**config.mk**
```make
export PLATFORM = sky130hd
export DESIGN_NAME = fetch_stage_flat
export DESIGN_NICKNAME = d
export VERILOG_FILES = /design/src/rtl/pipe_pkg.sv /design/src/rtl/fetch_stage_if.sv /design/src/rtl/fetch_stage_if_id_reg.sv /design/src/rtl/fetch_stage.sv /design/src/flat_wrapper.sv
export SDC_FILE = /design/constraint.sdc
export NUM_CORES = 1
export LEC_CHECK = 0
export BUFFER_PORTS_ARGS = -buffer_cell sky130_fd_sc_hd__clkbuf_2
export CAP_MARGIN = 20
export CORE_ASPECT_RATIO = 0.5
export CORE_MARGIN = 2
export CORE_UTILIZATION = 53
export CTS_CLUSTER_SIZE = 30
export DETAILED_ROUTE_END_ITERATION = 6
export PLACE_DENSITY = 0.86
export SLEW_MARGIN = 40
export SYNTH_ARGS = -nofsm -noshare
export SYNTH_HDL_FRONTEND = slang
export SYNTH_SLANG_ARGS = --single-unit
```
**constraint.sdc**
```tcl
create_clock -name clk -period 2.7 [get_ports clk]
set_clock_uncertainty 0.2 [all_clocks]
set_input_delay 0.135 -clock clk [delete_from_list [all_inputs] [get_ports clk]]
set_output_delay 0.135 -clock clk [all_outputs]
set_load 0.01 [all_outputs]
```
**src/rtl/pipe_pkg.sv**
```systemverilog
// Shared pipeline definitions: fetch FSM states, default widths, bubble encoding
// and the IF/ID record consumed by the decode stage.
package pipe_pkg;

  localparam int PC_W_DEF    = 32;
  localparam int INSTR_W_DEF = 32;

  localparam logic [INSTR_W_DEF-1:0] NOP_INSTR = '0;

  typedef enum logic [1:0] {
    ST_BOOT  = 2'd0,
    ST_RUN   = 2'd1,
    ST_DRAIN = 2'd2
  } fetch_state_e;

  typedef struct packed {
    logic                   valid;
    logic [INSTR_W_DEF-1:0] instr;
    logic [PC_W_DEF-1:0]    pc;
    logic [PC_W_DEF-1:0]    pc_plus;
  } if_id_t;

endpackage

```
**src/rtl/fetch_stage_if.sv**
```systemverilog
// Instruction-memory request/response handshake between the fetch stage and imem.
interface fetch_imem_if #(
  parameter int PC_W    = 32,
  parameter int INSTR_W = 32
);
  logic               req;
  logic [PC_W-1:0]    addr;
  logic               ready;
  logic [INSTR_W-1:0] rdata;

  modport master (output req, output addr, input ready, input rdata);
  modport slave  (input req, input addr, output ready, output rdata);
endinterface

```
**src/rtl/fetch_stage_if_id_reg.sv**
```systemverilog
// IF/ID pipeline register: hold freezes all fields, otherwise load a fetched
// instruction or a bubble (bubble keeps the pc fields).
module if_id_reg
  import pipe_pkg::*;
#(
  parameter int                 PC_W      = PC_W_DEF,
  parameter int                 INSTR_W   = INSTR_W_DEF,
  parameter logic [INSTR_W-1:0] NOP_INSTR = '0
) (
  input  logic               clk,
  input  logic               rst_n,
  input  logic               hold,
  input  logic               load,
  input  logic [INSTR_W-1:0] instr_in,
  input  logic [PC_W-1:0]    pc_in,
  input  logic [PC_W-1:0]    pc_plus_in,
  output logic               valid_o,
  output logic [INSTR_W-1:0] instr_o,
  output logic [PC_W-1:0]    pc_o,
  output logic [PC_W-1:0]    pc_plus_o
);

  logic               valid_q, valid_d;
  logic [INSTR_W-1:0] instr_q, instr_d;
  logic [PC_W-1:0]    pc_q, pc_d;
  logic [PC_W-1:0]    pc_plus_q, pc_plus_d;

  always_comb begin
    valid_d   = valid_q;
    instr_d   = instr_q;
    pc_d      = pc_q;
    pc_plus_d = pc_plus_q;
    if (!hold) begin
      if (load) begin
        valid_d   = 1'b1;
        instr_d   = instr_in;
        pc_d      = pc_in;
        pc_plus_d = pc_plus_in;
      end else begin
        valid_d   = 1'b0;
        instr_d   = NOP_INSTR;
      end
    end
  end

  always_ff @(posedge clk or negedge rst_n) begin
    if (!rst_n) begin
      valid_q   <= 1'b0;
      instr_q   <= NOP_INSTR;
      pc_q      <= '0;
      pc_plus_q <= '0;
    end else begin
      valid_q   <= valid_d;
      instr_q   <= instr_d;
      pc_q      <= pc_d;
      pc_plus_q <= pc_plus_d;
    end
  end

  assign valid_o   = valid_q;
  assign instr_o   = instr_q;
  assign pc_o      = pc_q;
  assign pc_plus_o = pc_plus_q;

endmodule

```
**src/rtl/fetch_stage.sv**
```systemverilog
// Instruction fetch: PC register, variable-latency imem handshake and IF/ID register.
//
// state | meaning
// BOOT  | first cycle after reset, no request, IF/ID is a bubble
// RUN   | request outstanding at pc, results loaded into IF/ID
// DRAIN | redirect arrived mid-access; finish the old access, then jump to pending_pc
module fetch_stage
  import pipe_pkg::*;
#(
  parameter int                 PC_W      = PC_W_DEF,
  parameter int                 INSTR_W   = INSTR_W_DEF,
  parameter logic [PC_W-1:0]    RESET_PC  = '0,
  parameter int                 PC_STEP   = 1,
  parameter logic [INSTR_W-1:0] NOP_INSTR = INSTR_W'(pipe_pkg::NOP_INSTR)
) (
  input  logic               clk,
  input  logic               rst_n,
  input  logic               stall,
  input  logic               redirect_id,
  input  logic [PC_W-1:0]    redirect_pc,
  fetch_imem_if.master       imem,
  output logic               if_id_valid,
  output logic [INSTR_W-1:0] if_id_instr,
  output logic [PC_W-1:0]    if_id_pc,
  output logic [PC_W-1:0]    if_id_pc_plus
);

  localparam logic [PC_W-1:0] STEP = PC_W'(PC_STEP);

  fetch_state_e    state_q, state_d;
  logic [PC_W-1:0] pc_q, pc_d;
  logic [PC_W-1:0] pending_pc_q, pending_pc_d;
  logic [PC_W-1:0] pc_next_seq;
  logic            ifid_hold;
  logic            ifid_load;

  assign pc_next_seq = pc_q + STEP;

  always_comb begin
    state_d      = state_q;
    pc_d         = pc_q;
    pending_pc_d = pending_pc_q;
    ifid_hold    = 1'b0;
    ifid_load    = 1'b0;
    unique case (state_q)
      ST_BOOT: begin
        state_d = ST_RUN;
      end
      ST_RUN: begin
        if (stall) begin
          ifid_hold = 1'b1;
        end else if (redirect_id) begin
          if (imem.ready) begin
            pc_d = redirect_pc;
          end else begin
            // pc must stay put until the outstanding access completes
            pending_pc_d = redirect_pc;
            state_d      = ST_DRAIN;
          end
        end else if (imem.ready) begin
          ifid_load = 1'b1;
          pc_d      = pc_next_seq;
        end
      end
      ST_DRAIN: begin
        ifid_hold = stall;
        if (redirect_id && !stall) begin
          pending_pc_d = redirect_pc;
        end
        if (imem.ready) begin
          pc_d    = pending_pc_d;
          state_d = ST_RUN;
        end
      end
      default: begin
        state_d = ST_BOOT;
      end
    endcase
  end

  always_ff @(posedge clk or negedge rst_n) begin
    if (!rst_n) begin
      state_q      <= ST_BOOT;
      pc_q         <= RESET_PC;
      pending_pc_q <= '0;
    end else begin
      state_q      <= state_d;
      pc_q         <= pc_d;
      pending_pc_q <= pending_pc_d;
    end
  end

  assign imem.req  = (state_q != ST_BOOT);
  assign imem.addr = pc_q;

  if_id_reg #(
    .PC_W      (PC_W),
    .INSTR_W   (INSTR_W),
    .NOP_INSTR (NOP_INSTR)
  ) u_if_id_reg (
    .clk        (clk),
    .rst_n      (rst_n),
    .hold       (ifid_hold),
    .load       (ifid_load),
    .instr_in   (imem.rdata),
    .pc_in      (pc_q),
    .pc_plus_in (pc_next_seq),
    .valid_o    (if_id_valid),
    .instr_o    (if_id_instr),
    .pc_o       (if_id_pc),
    .pc_plus_o  (if_id_pc_plus)
  );

endmodule

```
**src/flat_wrapper.sv**
```systemverilog
// flat-port wrapper written by rule: the top's interface ports become plain ports
module fetch_stage_flat import pipe_pkg::*;
#(
  parameter int                 PC_W      = PC_W_DEF,
  parameter int                 INSTR_W   = INSTR_W_DEF,
  parameter logic [PC_W-1:0]    RESET_PC  = '0,
  parameter int                 PC_STEP   = 1,
  parameter logic [INSTR_W-1:0] NOP_INSTR = INSTR_W'(pipe_pkg::NOP_INSTR)
)
  (clk, rst_n, stall, redirect_id, redirect_pc, if_id_valid, if_id_instr, if_id_pc, if_id_pc_plus, imem_req, imem_addr, imem_ready, imem_rdata);
  fetch_imem_if #(.PC_W(PC_W), .INSTR_W(INSTR_W)) imem_i ();
  input  logic clk;
  input  logic rst_n;
  input  logic stall;
  input  logic redirect_id;
  input  logic [PC_W-1:0] redirect_pc;
  output logic if_id_valid;
  output logic [INSTR_W-1:0] if_id_instr;
  output logic [PC_W-1:0] if_id_pc;
  output logic [PC_W-1:0] if_id_pc_plus;
  output wire logic [$bits(imem_i.req)-1:0] imem_req;
  output wire logic [$bits(imem_i.addr)-1:0] imem_addr;
  input wire logic [$bits(imem_i.ready)-1:0] imem_ready;
  input wire logic [$bits(imem_i.rdata)-1:0] imem_rdata;
  assign imem_req = imem_i.req;
  assign imem_addr = imem_i.addr;
  assign imem_i.ready = imem_ready;
  assign imem_i.rdata = imem_rdata;
  fetch_stage #(.PC_W(PC_W), .INSTR_W(INSTR_W), .RESET_PC(RESET_PC), .PC_STEP(PC_STEP), .NOP_INSTR(NOP_INSTR)) u_core (.clk(clk), .rst_n(rst_n), .stall(stall), .redirect_id(redirect_id), .redirect_pc(redirect_pc), .imem(imem_i), .if_id_valid(if_id_valid), .if_id_instr(if_id_instr), .if_id_pc(if_id_pc), .if_id_pc_plus(if_id_pc_plus));
endmodule
```
==> out/metrics.csv <==
metric,value,unit
cts_tree,yes,
power_density,1152,nW/um^2
synth_most_common_cell,dfrtp_1,
place_area,8874,um^2
area_growth,32.91,%
drive_gt1_share,30.69,%
synthXorXnorAreaFrac,3.214,%
synth_fa_ha_area_share,0.8198,%
synth-compound-area-share,17.76,%
synth-simple-area-share,15.33,%
num_rows,30,
yosys_warnings,0,
setup_ws,0.1661,ns
max_freq,394.7,MHz
grt_max_degree,77,
hp-class,primary input to asynchronous set/reset pin,
drt_iter0_markers,709,
synth_edf_count,0,
ys_types,59,
synth_common_cells,"dfrtp_1 (163), nand2_1 (140), o21ai_0 (48)",
cp.arrival,2.69,ns
maxCapViolCount,0,
grt_pass1_vias,7112,
yosys-mux-area-fraction,5.444,%
synth_cells,749,
nNetsFinal,1071,
synth-seq-cells,163,
hpwl,15.02,mm
postCtsSetupBuffers,0,
final_antenna_net_count,0,
cts.sinks,163,
path_clk_slew,0.07,ns
period_minus_slack,2.534,ns
worstMarginPinSlew,0.7071,ns
rr_endpoint,u_core.imem.addr[23]$_DFFE_PN0P_,
finalSetupViolations,0,
syn_area,7631,um^2
first_pass_iters,6,
initial_core_util,55.24,%
place_congestion,0.9065,
setup_tns,0,ns
async_flop_share,100.0,%
crit_start,u_core.imem.addr[10]$_DFFE_PN0P_,
hold_ws,0.1063,ns
startpoint_type,flop,
num_antenna_cells,0,
wirelength,22.58,mm
path_max_fanout,10,
htreeDepth,4,
cts-root-buf,clkbuf_16,
r2r_slack,0.17,ns
ys.flop_type,dfrtp_1,
synth_top_family_by_area,compound AO/OA/AOI/OAI gates,
yosys.area.top_type,dfrtp_1,
slew_headroom,52.86,%
clk_latency,0.43,ns
syn_nets,823,
rsz0062_at_grt,false,
crit_end,u_core.imem.addr[23]$_DFFE_PN0P_,
status,"complete, no violations",
rr_startpoint,u_core.imem.addr[10]$_DFFE_PN0P_,
avgRoutedWirePerCell,18.78,um
place_ws,0.2081,ns
placeableCoreArea,13810,um^2
grt_pass1_wl,36.13,mm
power_leakage,4.896,nW
drv_slew,0,
route.detailed.drc,0,
die_height,88.85,um
required,2.86,ns
yosysSeqAreaShare,53.45,%
fin_util,73.42,%
end_kind,flop,
critical_path_class,flop to flop,
viasPerCell,5.891,
vdd_drop_max,0.6391,mV
finalHoldViolations,0,
syn_area_per_cell,10.19,um^2
die_x,173.7,um
rr_worst_depth,5,
vias,7081,
fin_area,10140,um^2
ios,199,
cts_buffers,17,
timing.final.crit_share,93.85,%
cts_buffer_depth,2,
die_area,15430,um^2
antenna_found_initial,0,
synthTopCellsByArea,"dfrtp_1 (53%), nand2_1 (6.9%), mux2_2 (5.3%)",
yosys.area.top_type_share,53.45,%
grt.total_usage,30.21,%
io_buffers,198,
gr-total-overflow,0,
[cell families (layout without fill, tap and decap cells)]
family | after synthesis | count (layout)
AND/OR/NAND/NOR | 245 | 245
AO/OA/AOI/OAI | 195 | 195
flip-flops | 163 | 163
buffers and inverters | 76 | 337
multiplexers | 37 | 37
XOR/XNOR | 28 | 28
adder cells (fa/ha/maj) | 5 | 5
[routing by layer]
metal,wire length (um),part of all wire (%),vias to the layer above,track usage [%]
met5,0,0,-,0
met4,653,2.9,0,12.68
met3,1852,8.2,64,6.830
met2,11080,49,374,53.60
met1,8997,40,3463,36.69
li1,-,-,3180,-
[stage by stage]
step,instances,power [mW]
floorplan,749,7.259
global placement,1104,8.900
detailed placement,1104,9.088
CTS,1202,11.61
global route,1202,12.40
finish,1202,11.68
[cell type report]
cell class / count / area (um^2)
flip-flops and latches: 163 / 4079
fillers: 955 / 3671
multi-input cells: 510 / 3272
repair buffers: 290 / 1903
clock buffers: 19 / 442.9
well taps: 192 / 240.2
clock inverters: 13 / 148.9
inverters: 15 / 56.30
[report_power, final]
part	internal [mW]	switching [mW]
combinational	2.12	2.61
clock	1.40	1.05
sequential	3.45	1.05
[state kept, by name, summed over array words and instances, names as in the netlist]
| signal | cells |
|---|---|
| u_core.imem.addr | 32 |
| u_core.pending_pc_q | 32 |
| u_core.u_if_id_reg.instr_o | 32 |
| u_core.u_if_id_reg.pc_o | 32 |
| u_core.u_if_id_reg.pc_plus_o | 32 |
| u_core.state_q | 2 |
| u_core.u_if_id_reg.valid_o | 1 |
[worst max-delay path: stages (launching register included)]
cell	delay (ns)
dfrtp_1	0.59
nand4_1	0.37
or3_4	0.48
or3_4	0.39
o31ai_2	0.26
a22o_1	0.19
[worst min-delay path by stage]
stage	start	endpoint	slack, ns
floorplan	rst_n	u_core.imem.addr[0]$_DFFE_PN0P_	-0.36
global placement	rst_n	u_core.u_if_id_reg.instr_o[4]$_DFFE_PN0N_	0.004
detailed placement	rst_n	u_core.u_if_id_reg.instr_o[4]$_DFFE_PN0N_	0.02
CTS	redirect_id	u_core.imem.addr[15]$_DFFE_PN0P_	0.13
global route	rst_n	u_core.u_if_id_reg.instr_o[3]$_DFFE_PN0N_	0.19
finish	rst_n	u_core.u_if_id_reg.instr_o[5]$_DFFE_PN0N_	0.11
[timing repair]
item	in CTS	in global routing
hold buffers	66	0
setup endpoints to repair	0	3
resized for setup	0	2
hold endpoints to repair	167	0
[layout by cell type (no fill, tap or decap), drive strengths merged, types with 6 or more instances in the layout]
cell type	n
xor2	6
o31a	9
clkbuf	216
nand4	13
dfrtp	163
and2	6
nor2	25
nand3	22
nor4	9
nand2	140
dlygate4sd3	66
o21ai	48
a22oi	13
and3	8
nor3	6
xnor2	22
mux2	36
inv	19
o22ai	13
a21oi	32
a22o	38
buf	27
Note: power is estimated with default switching activity, not from simulation.
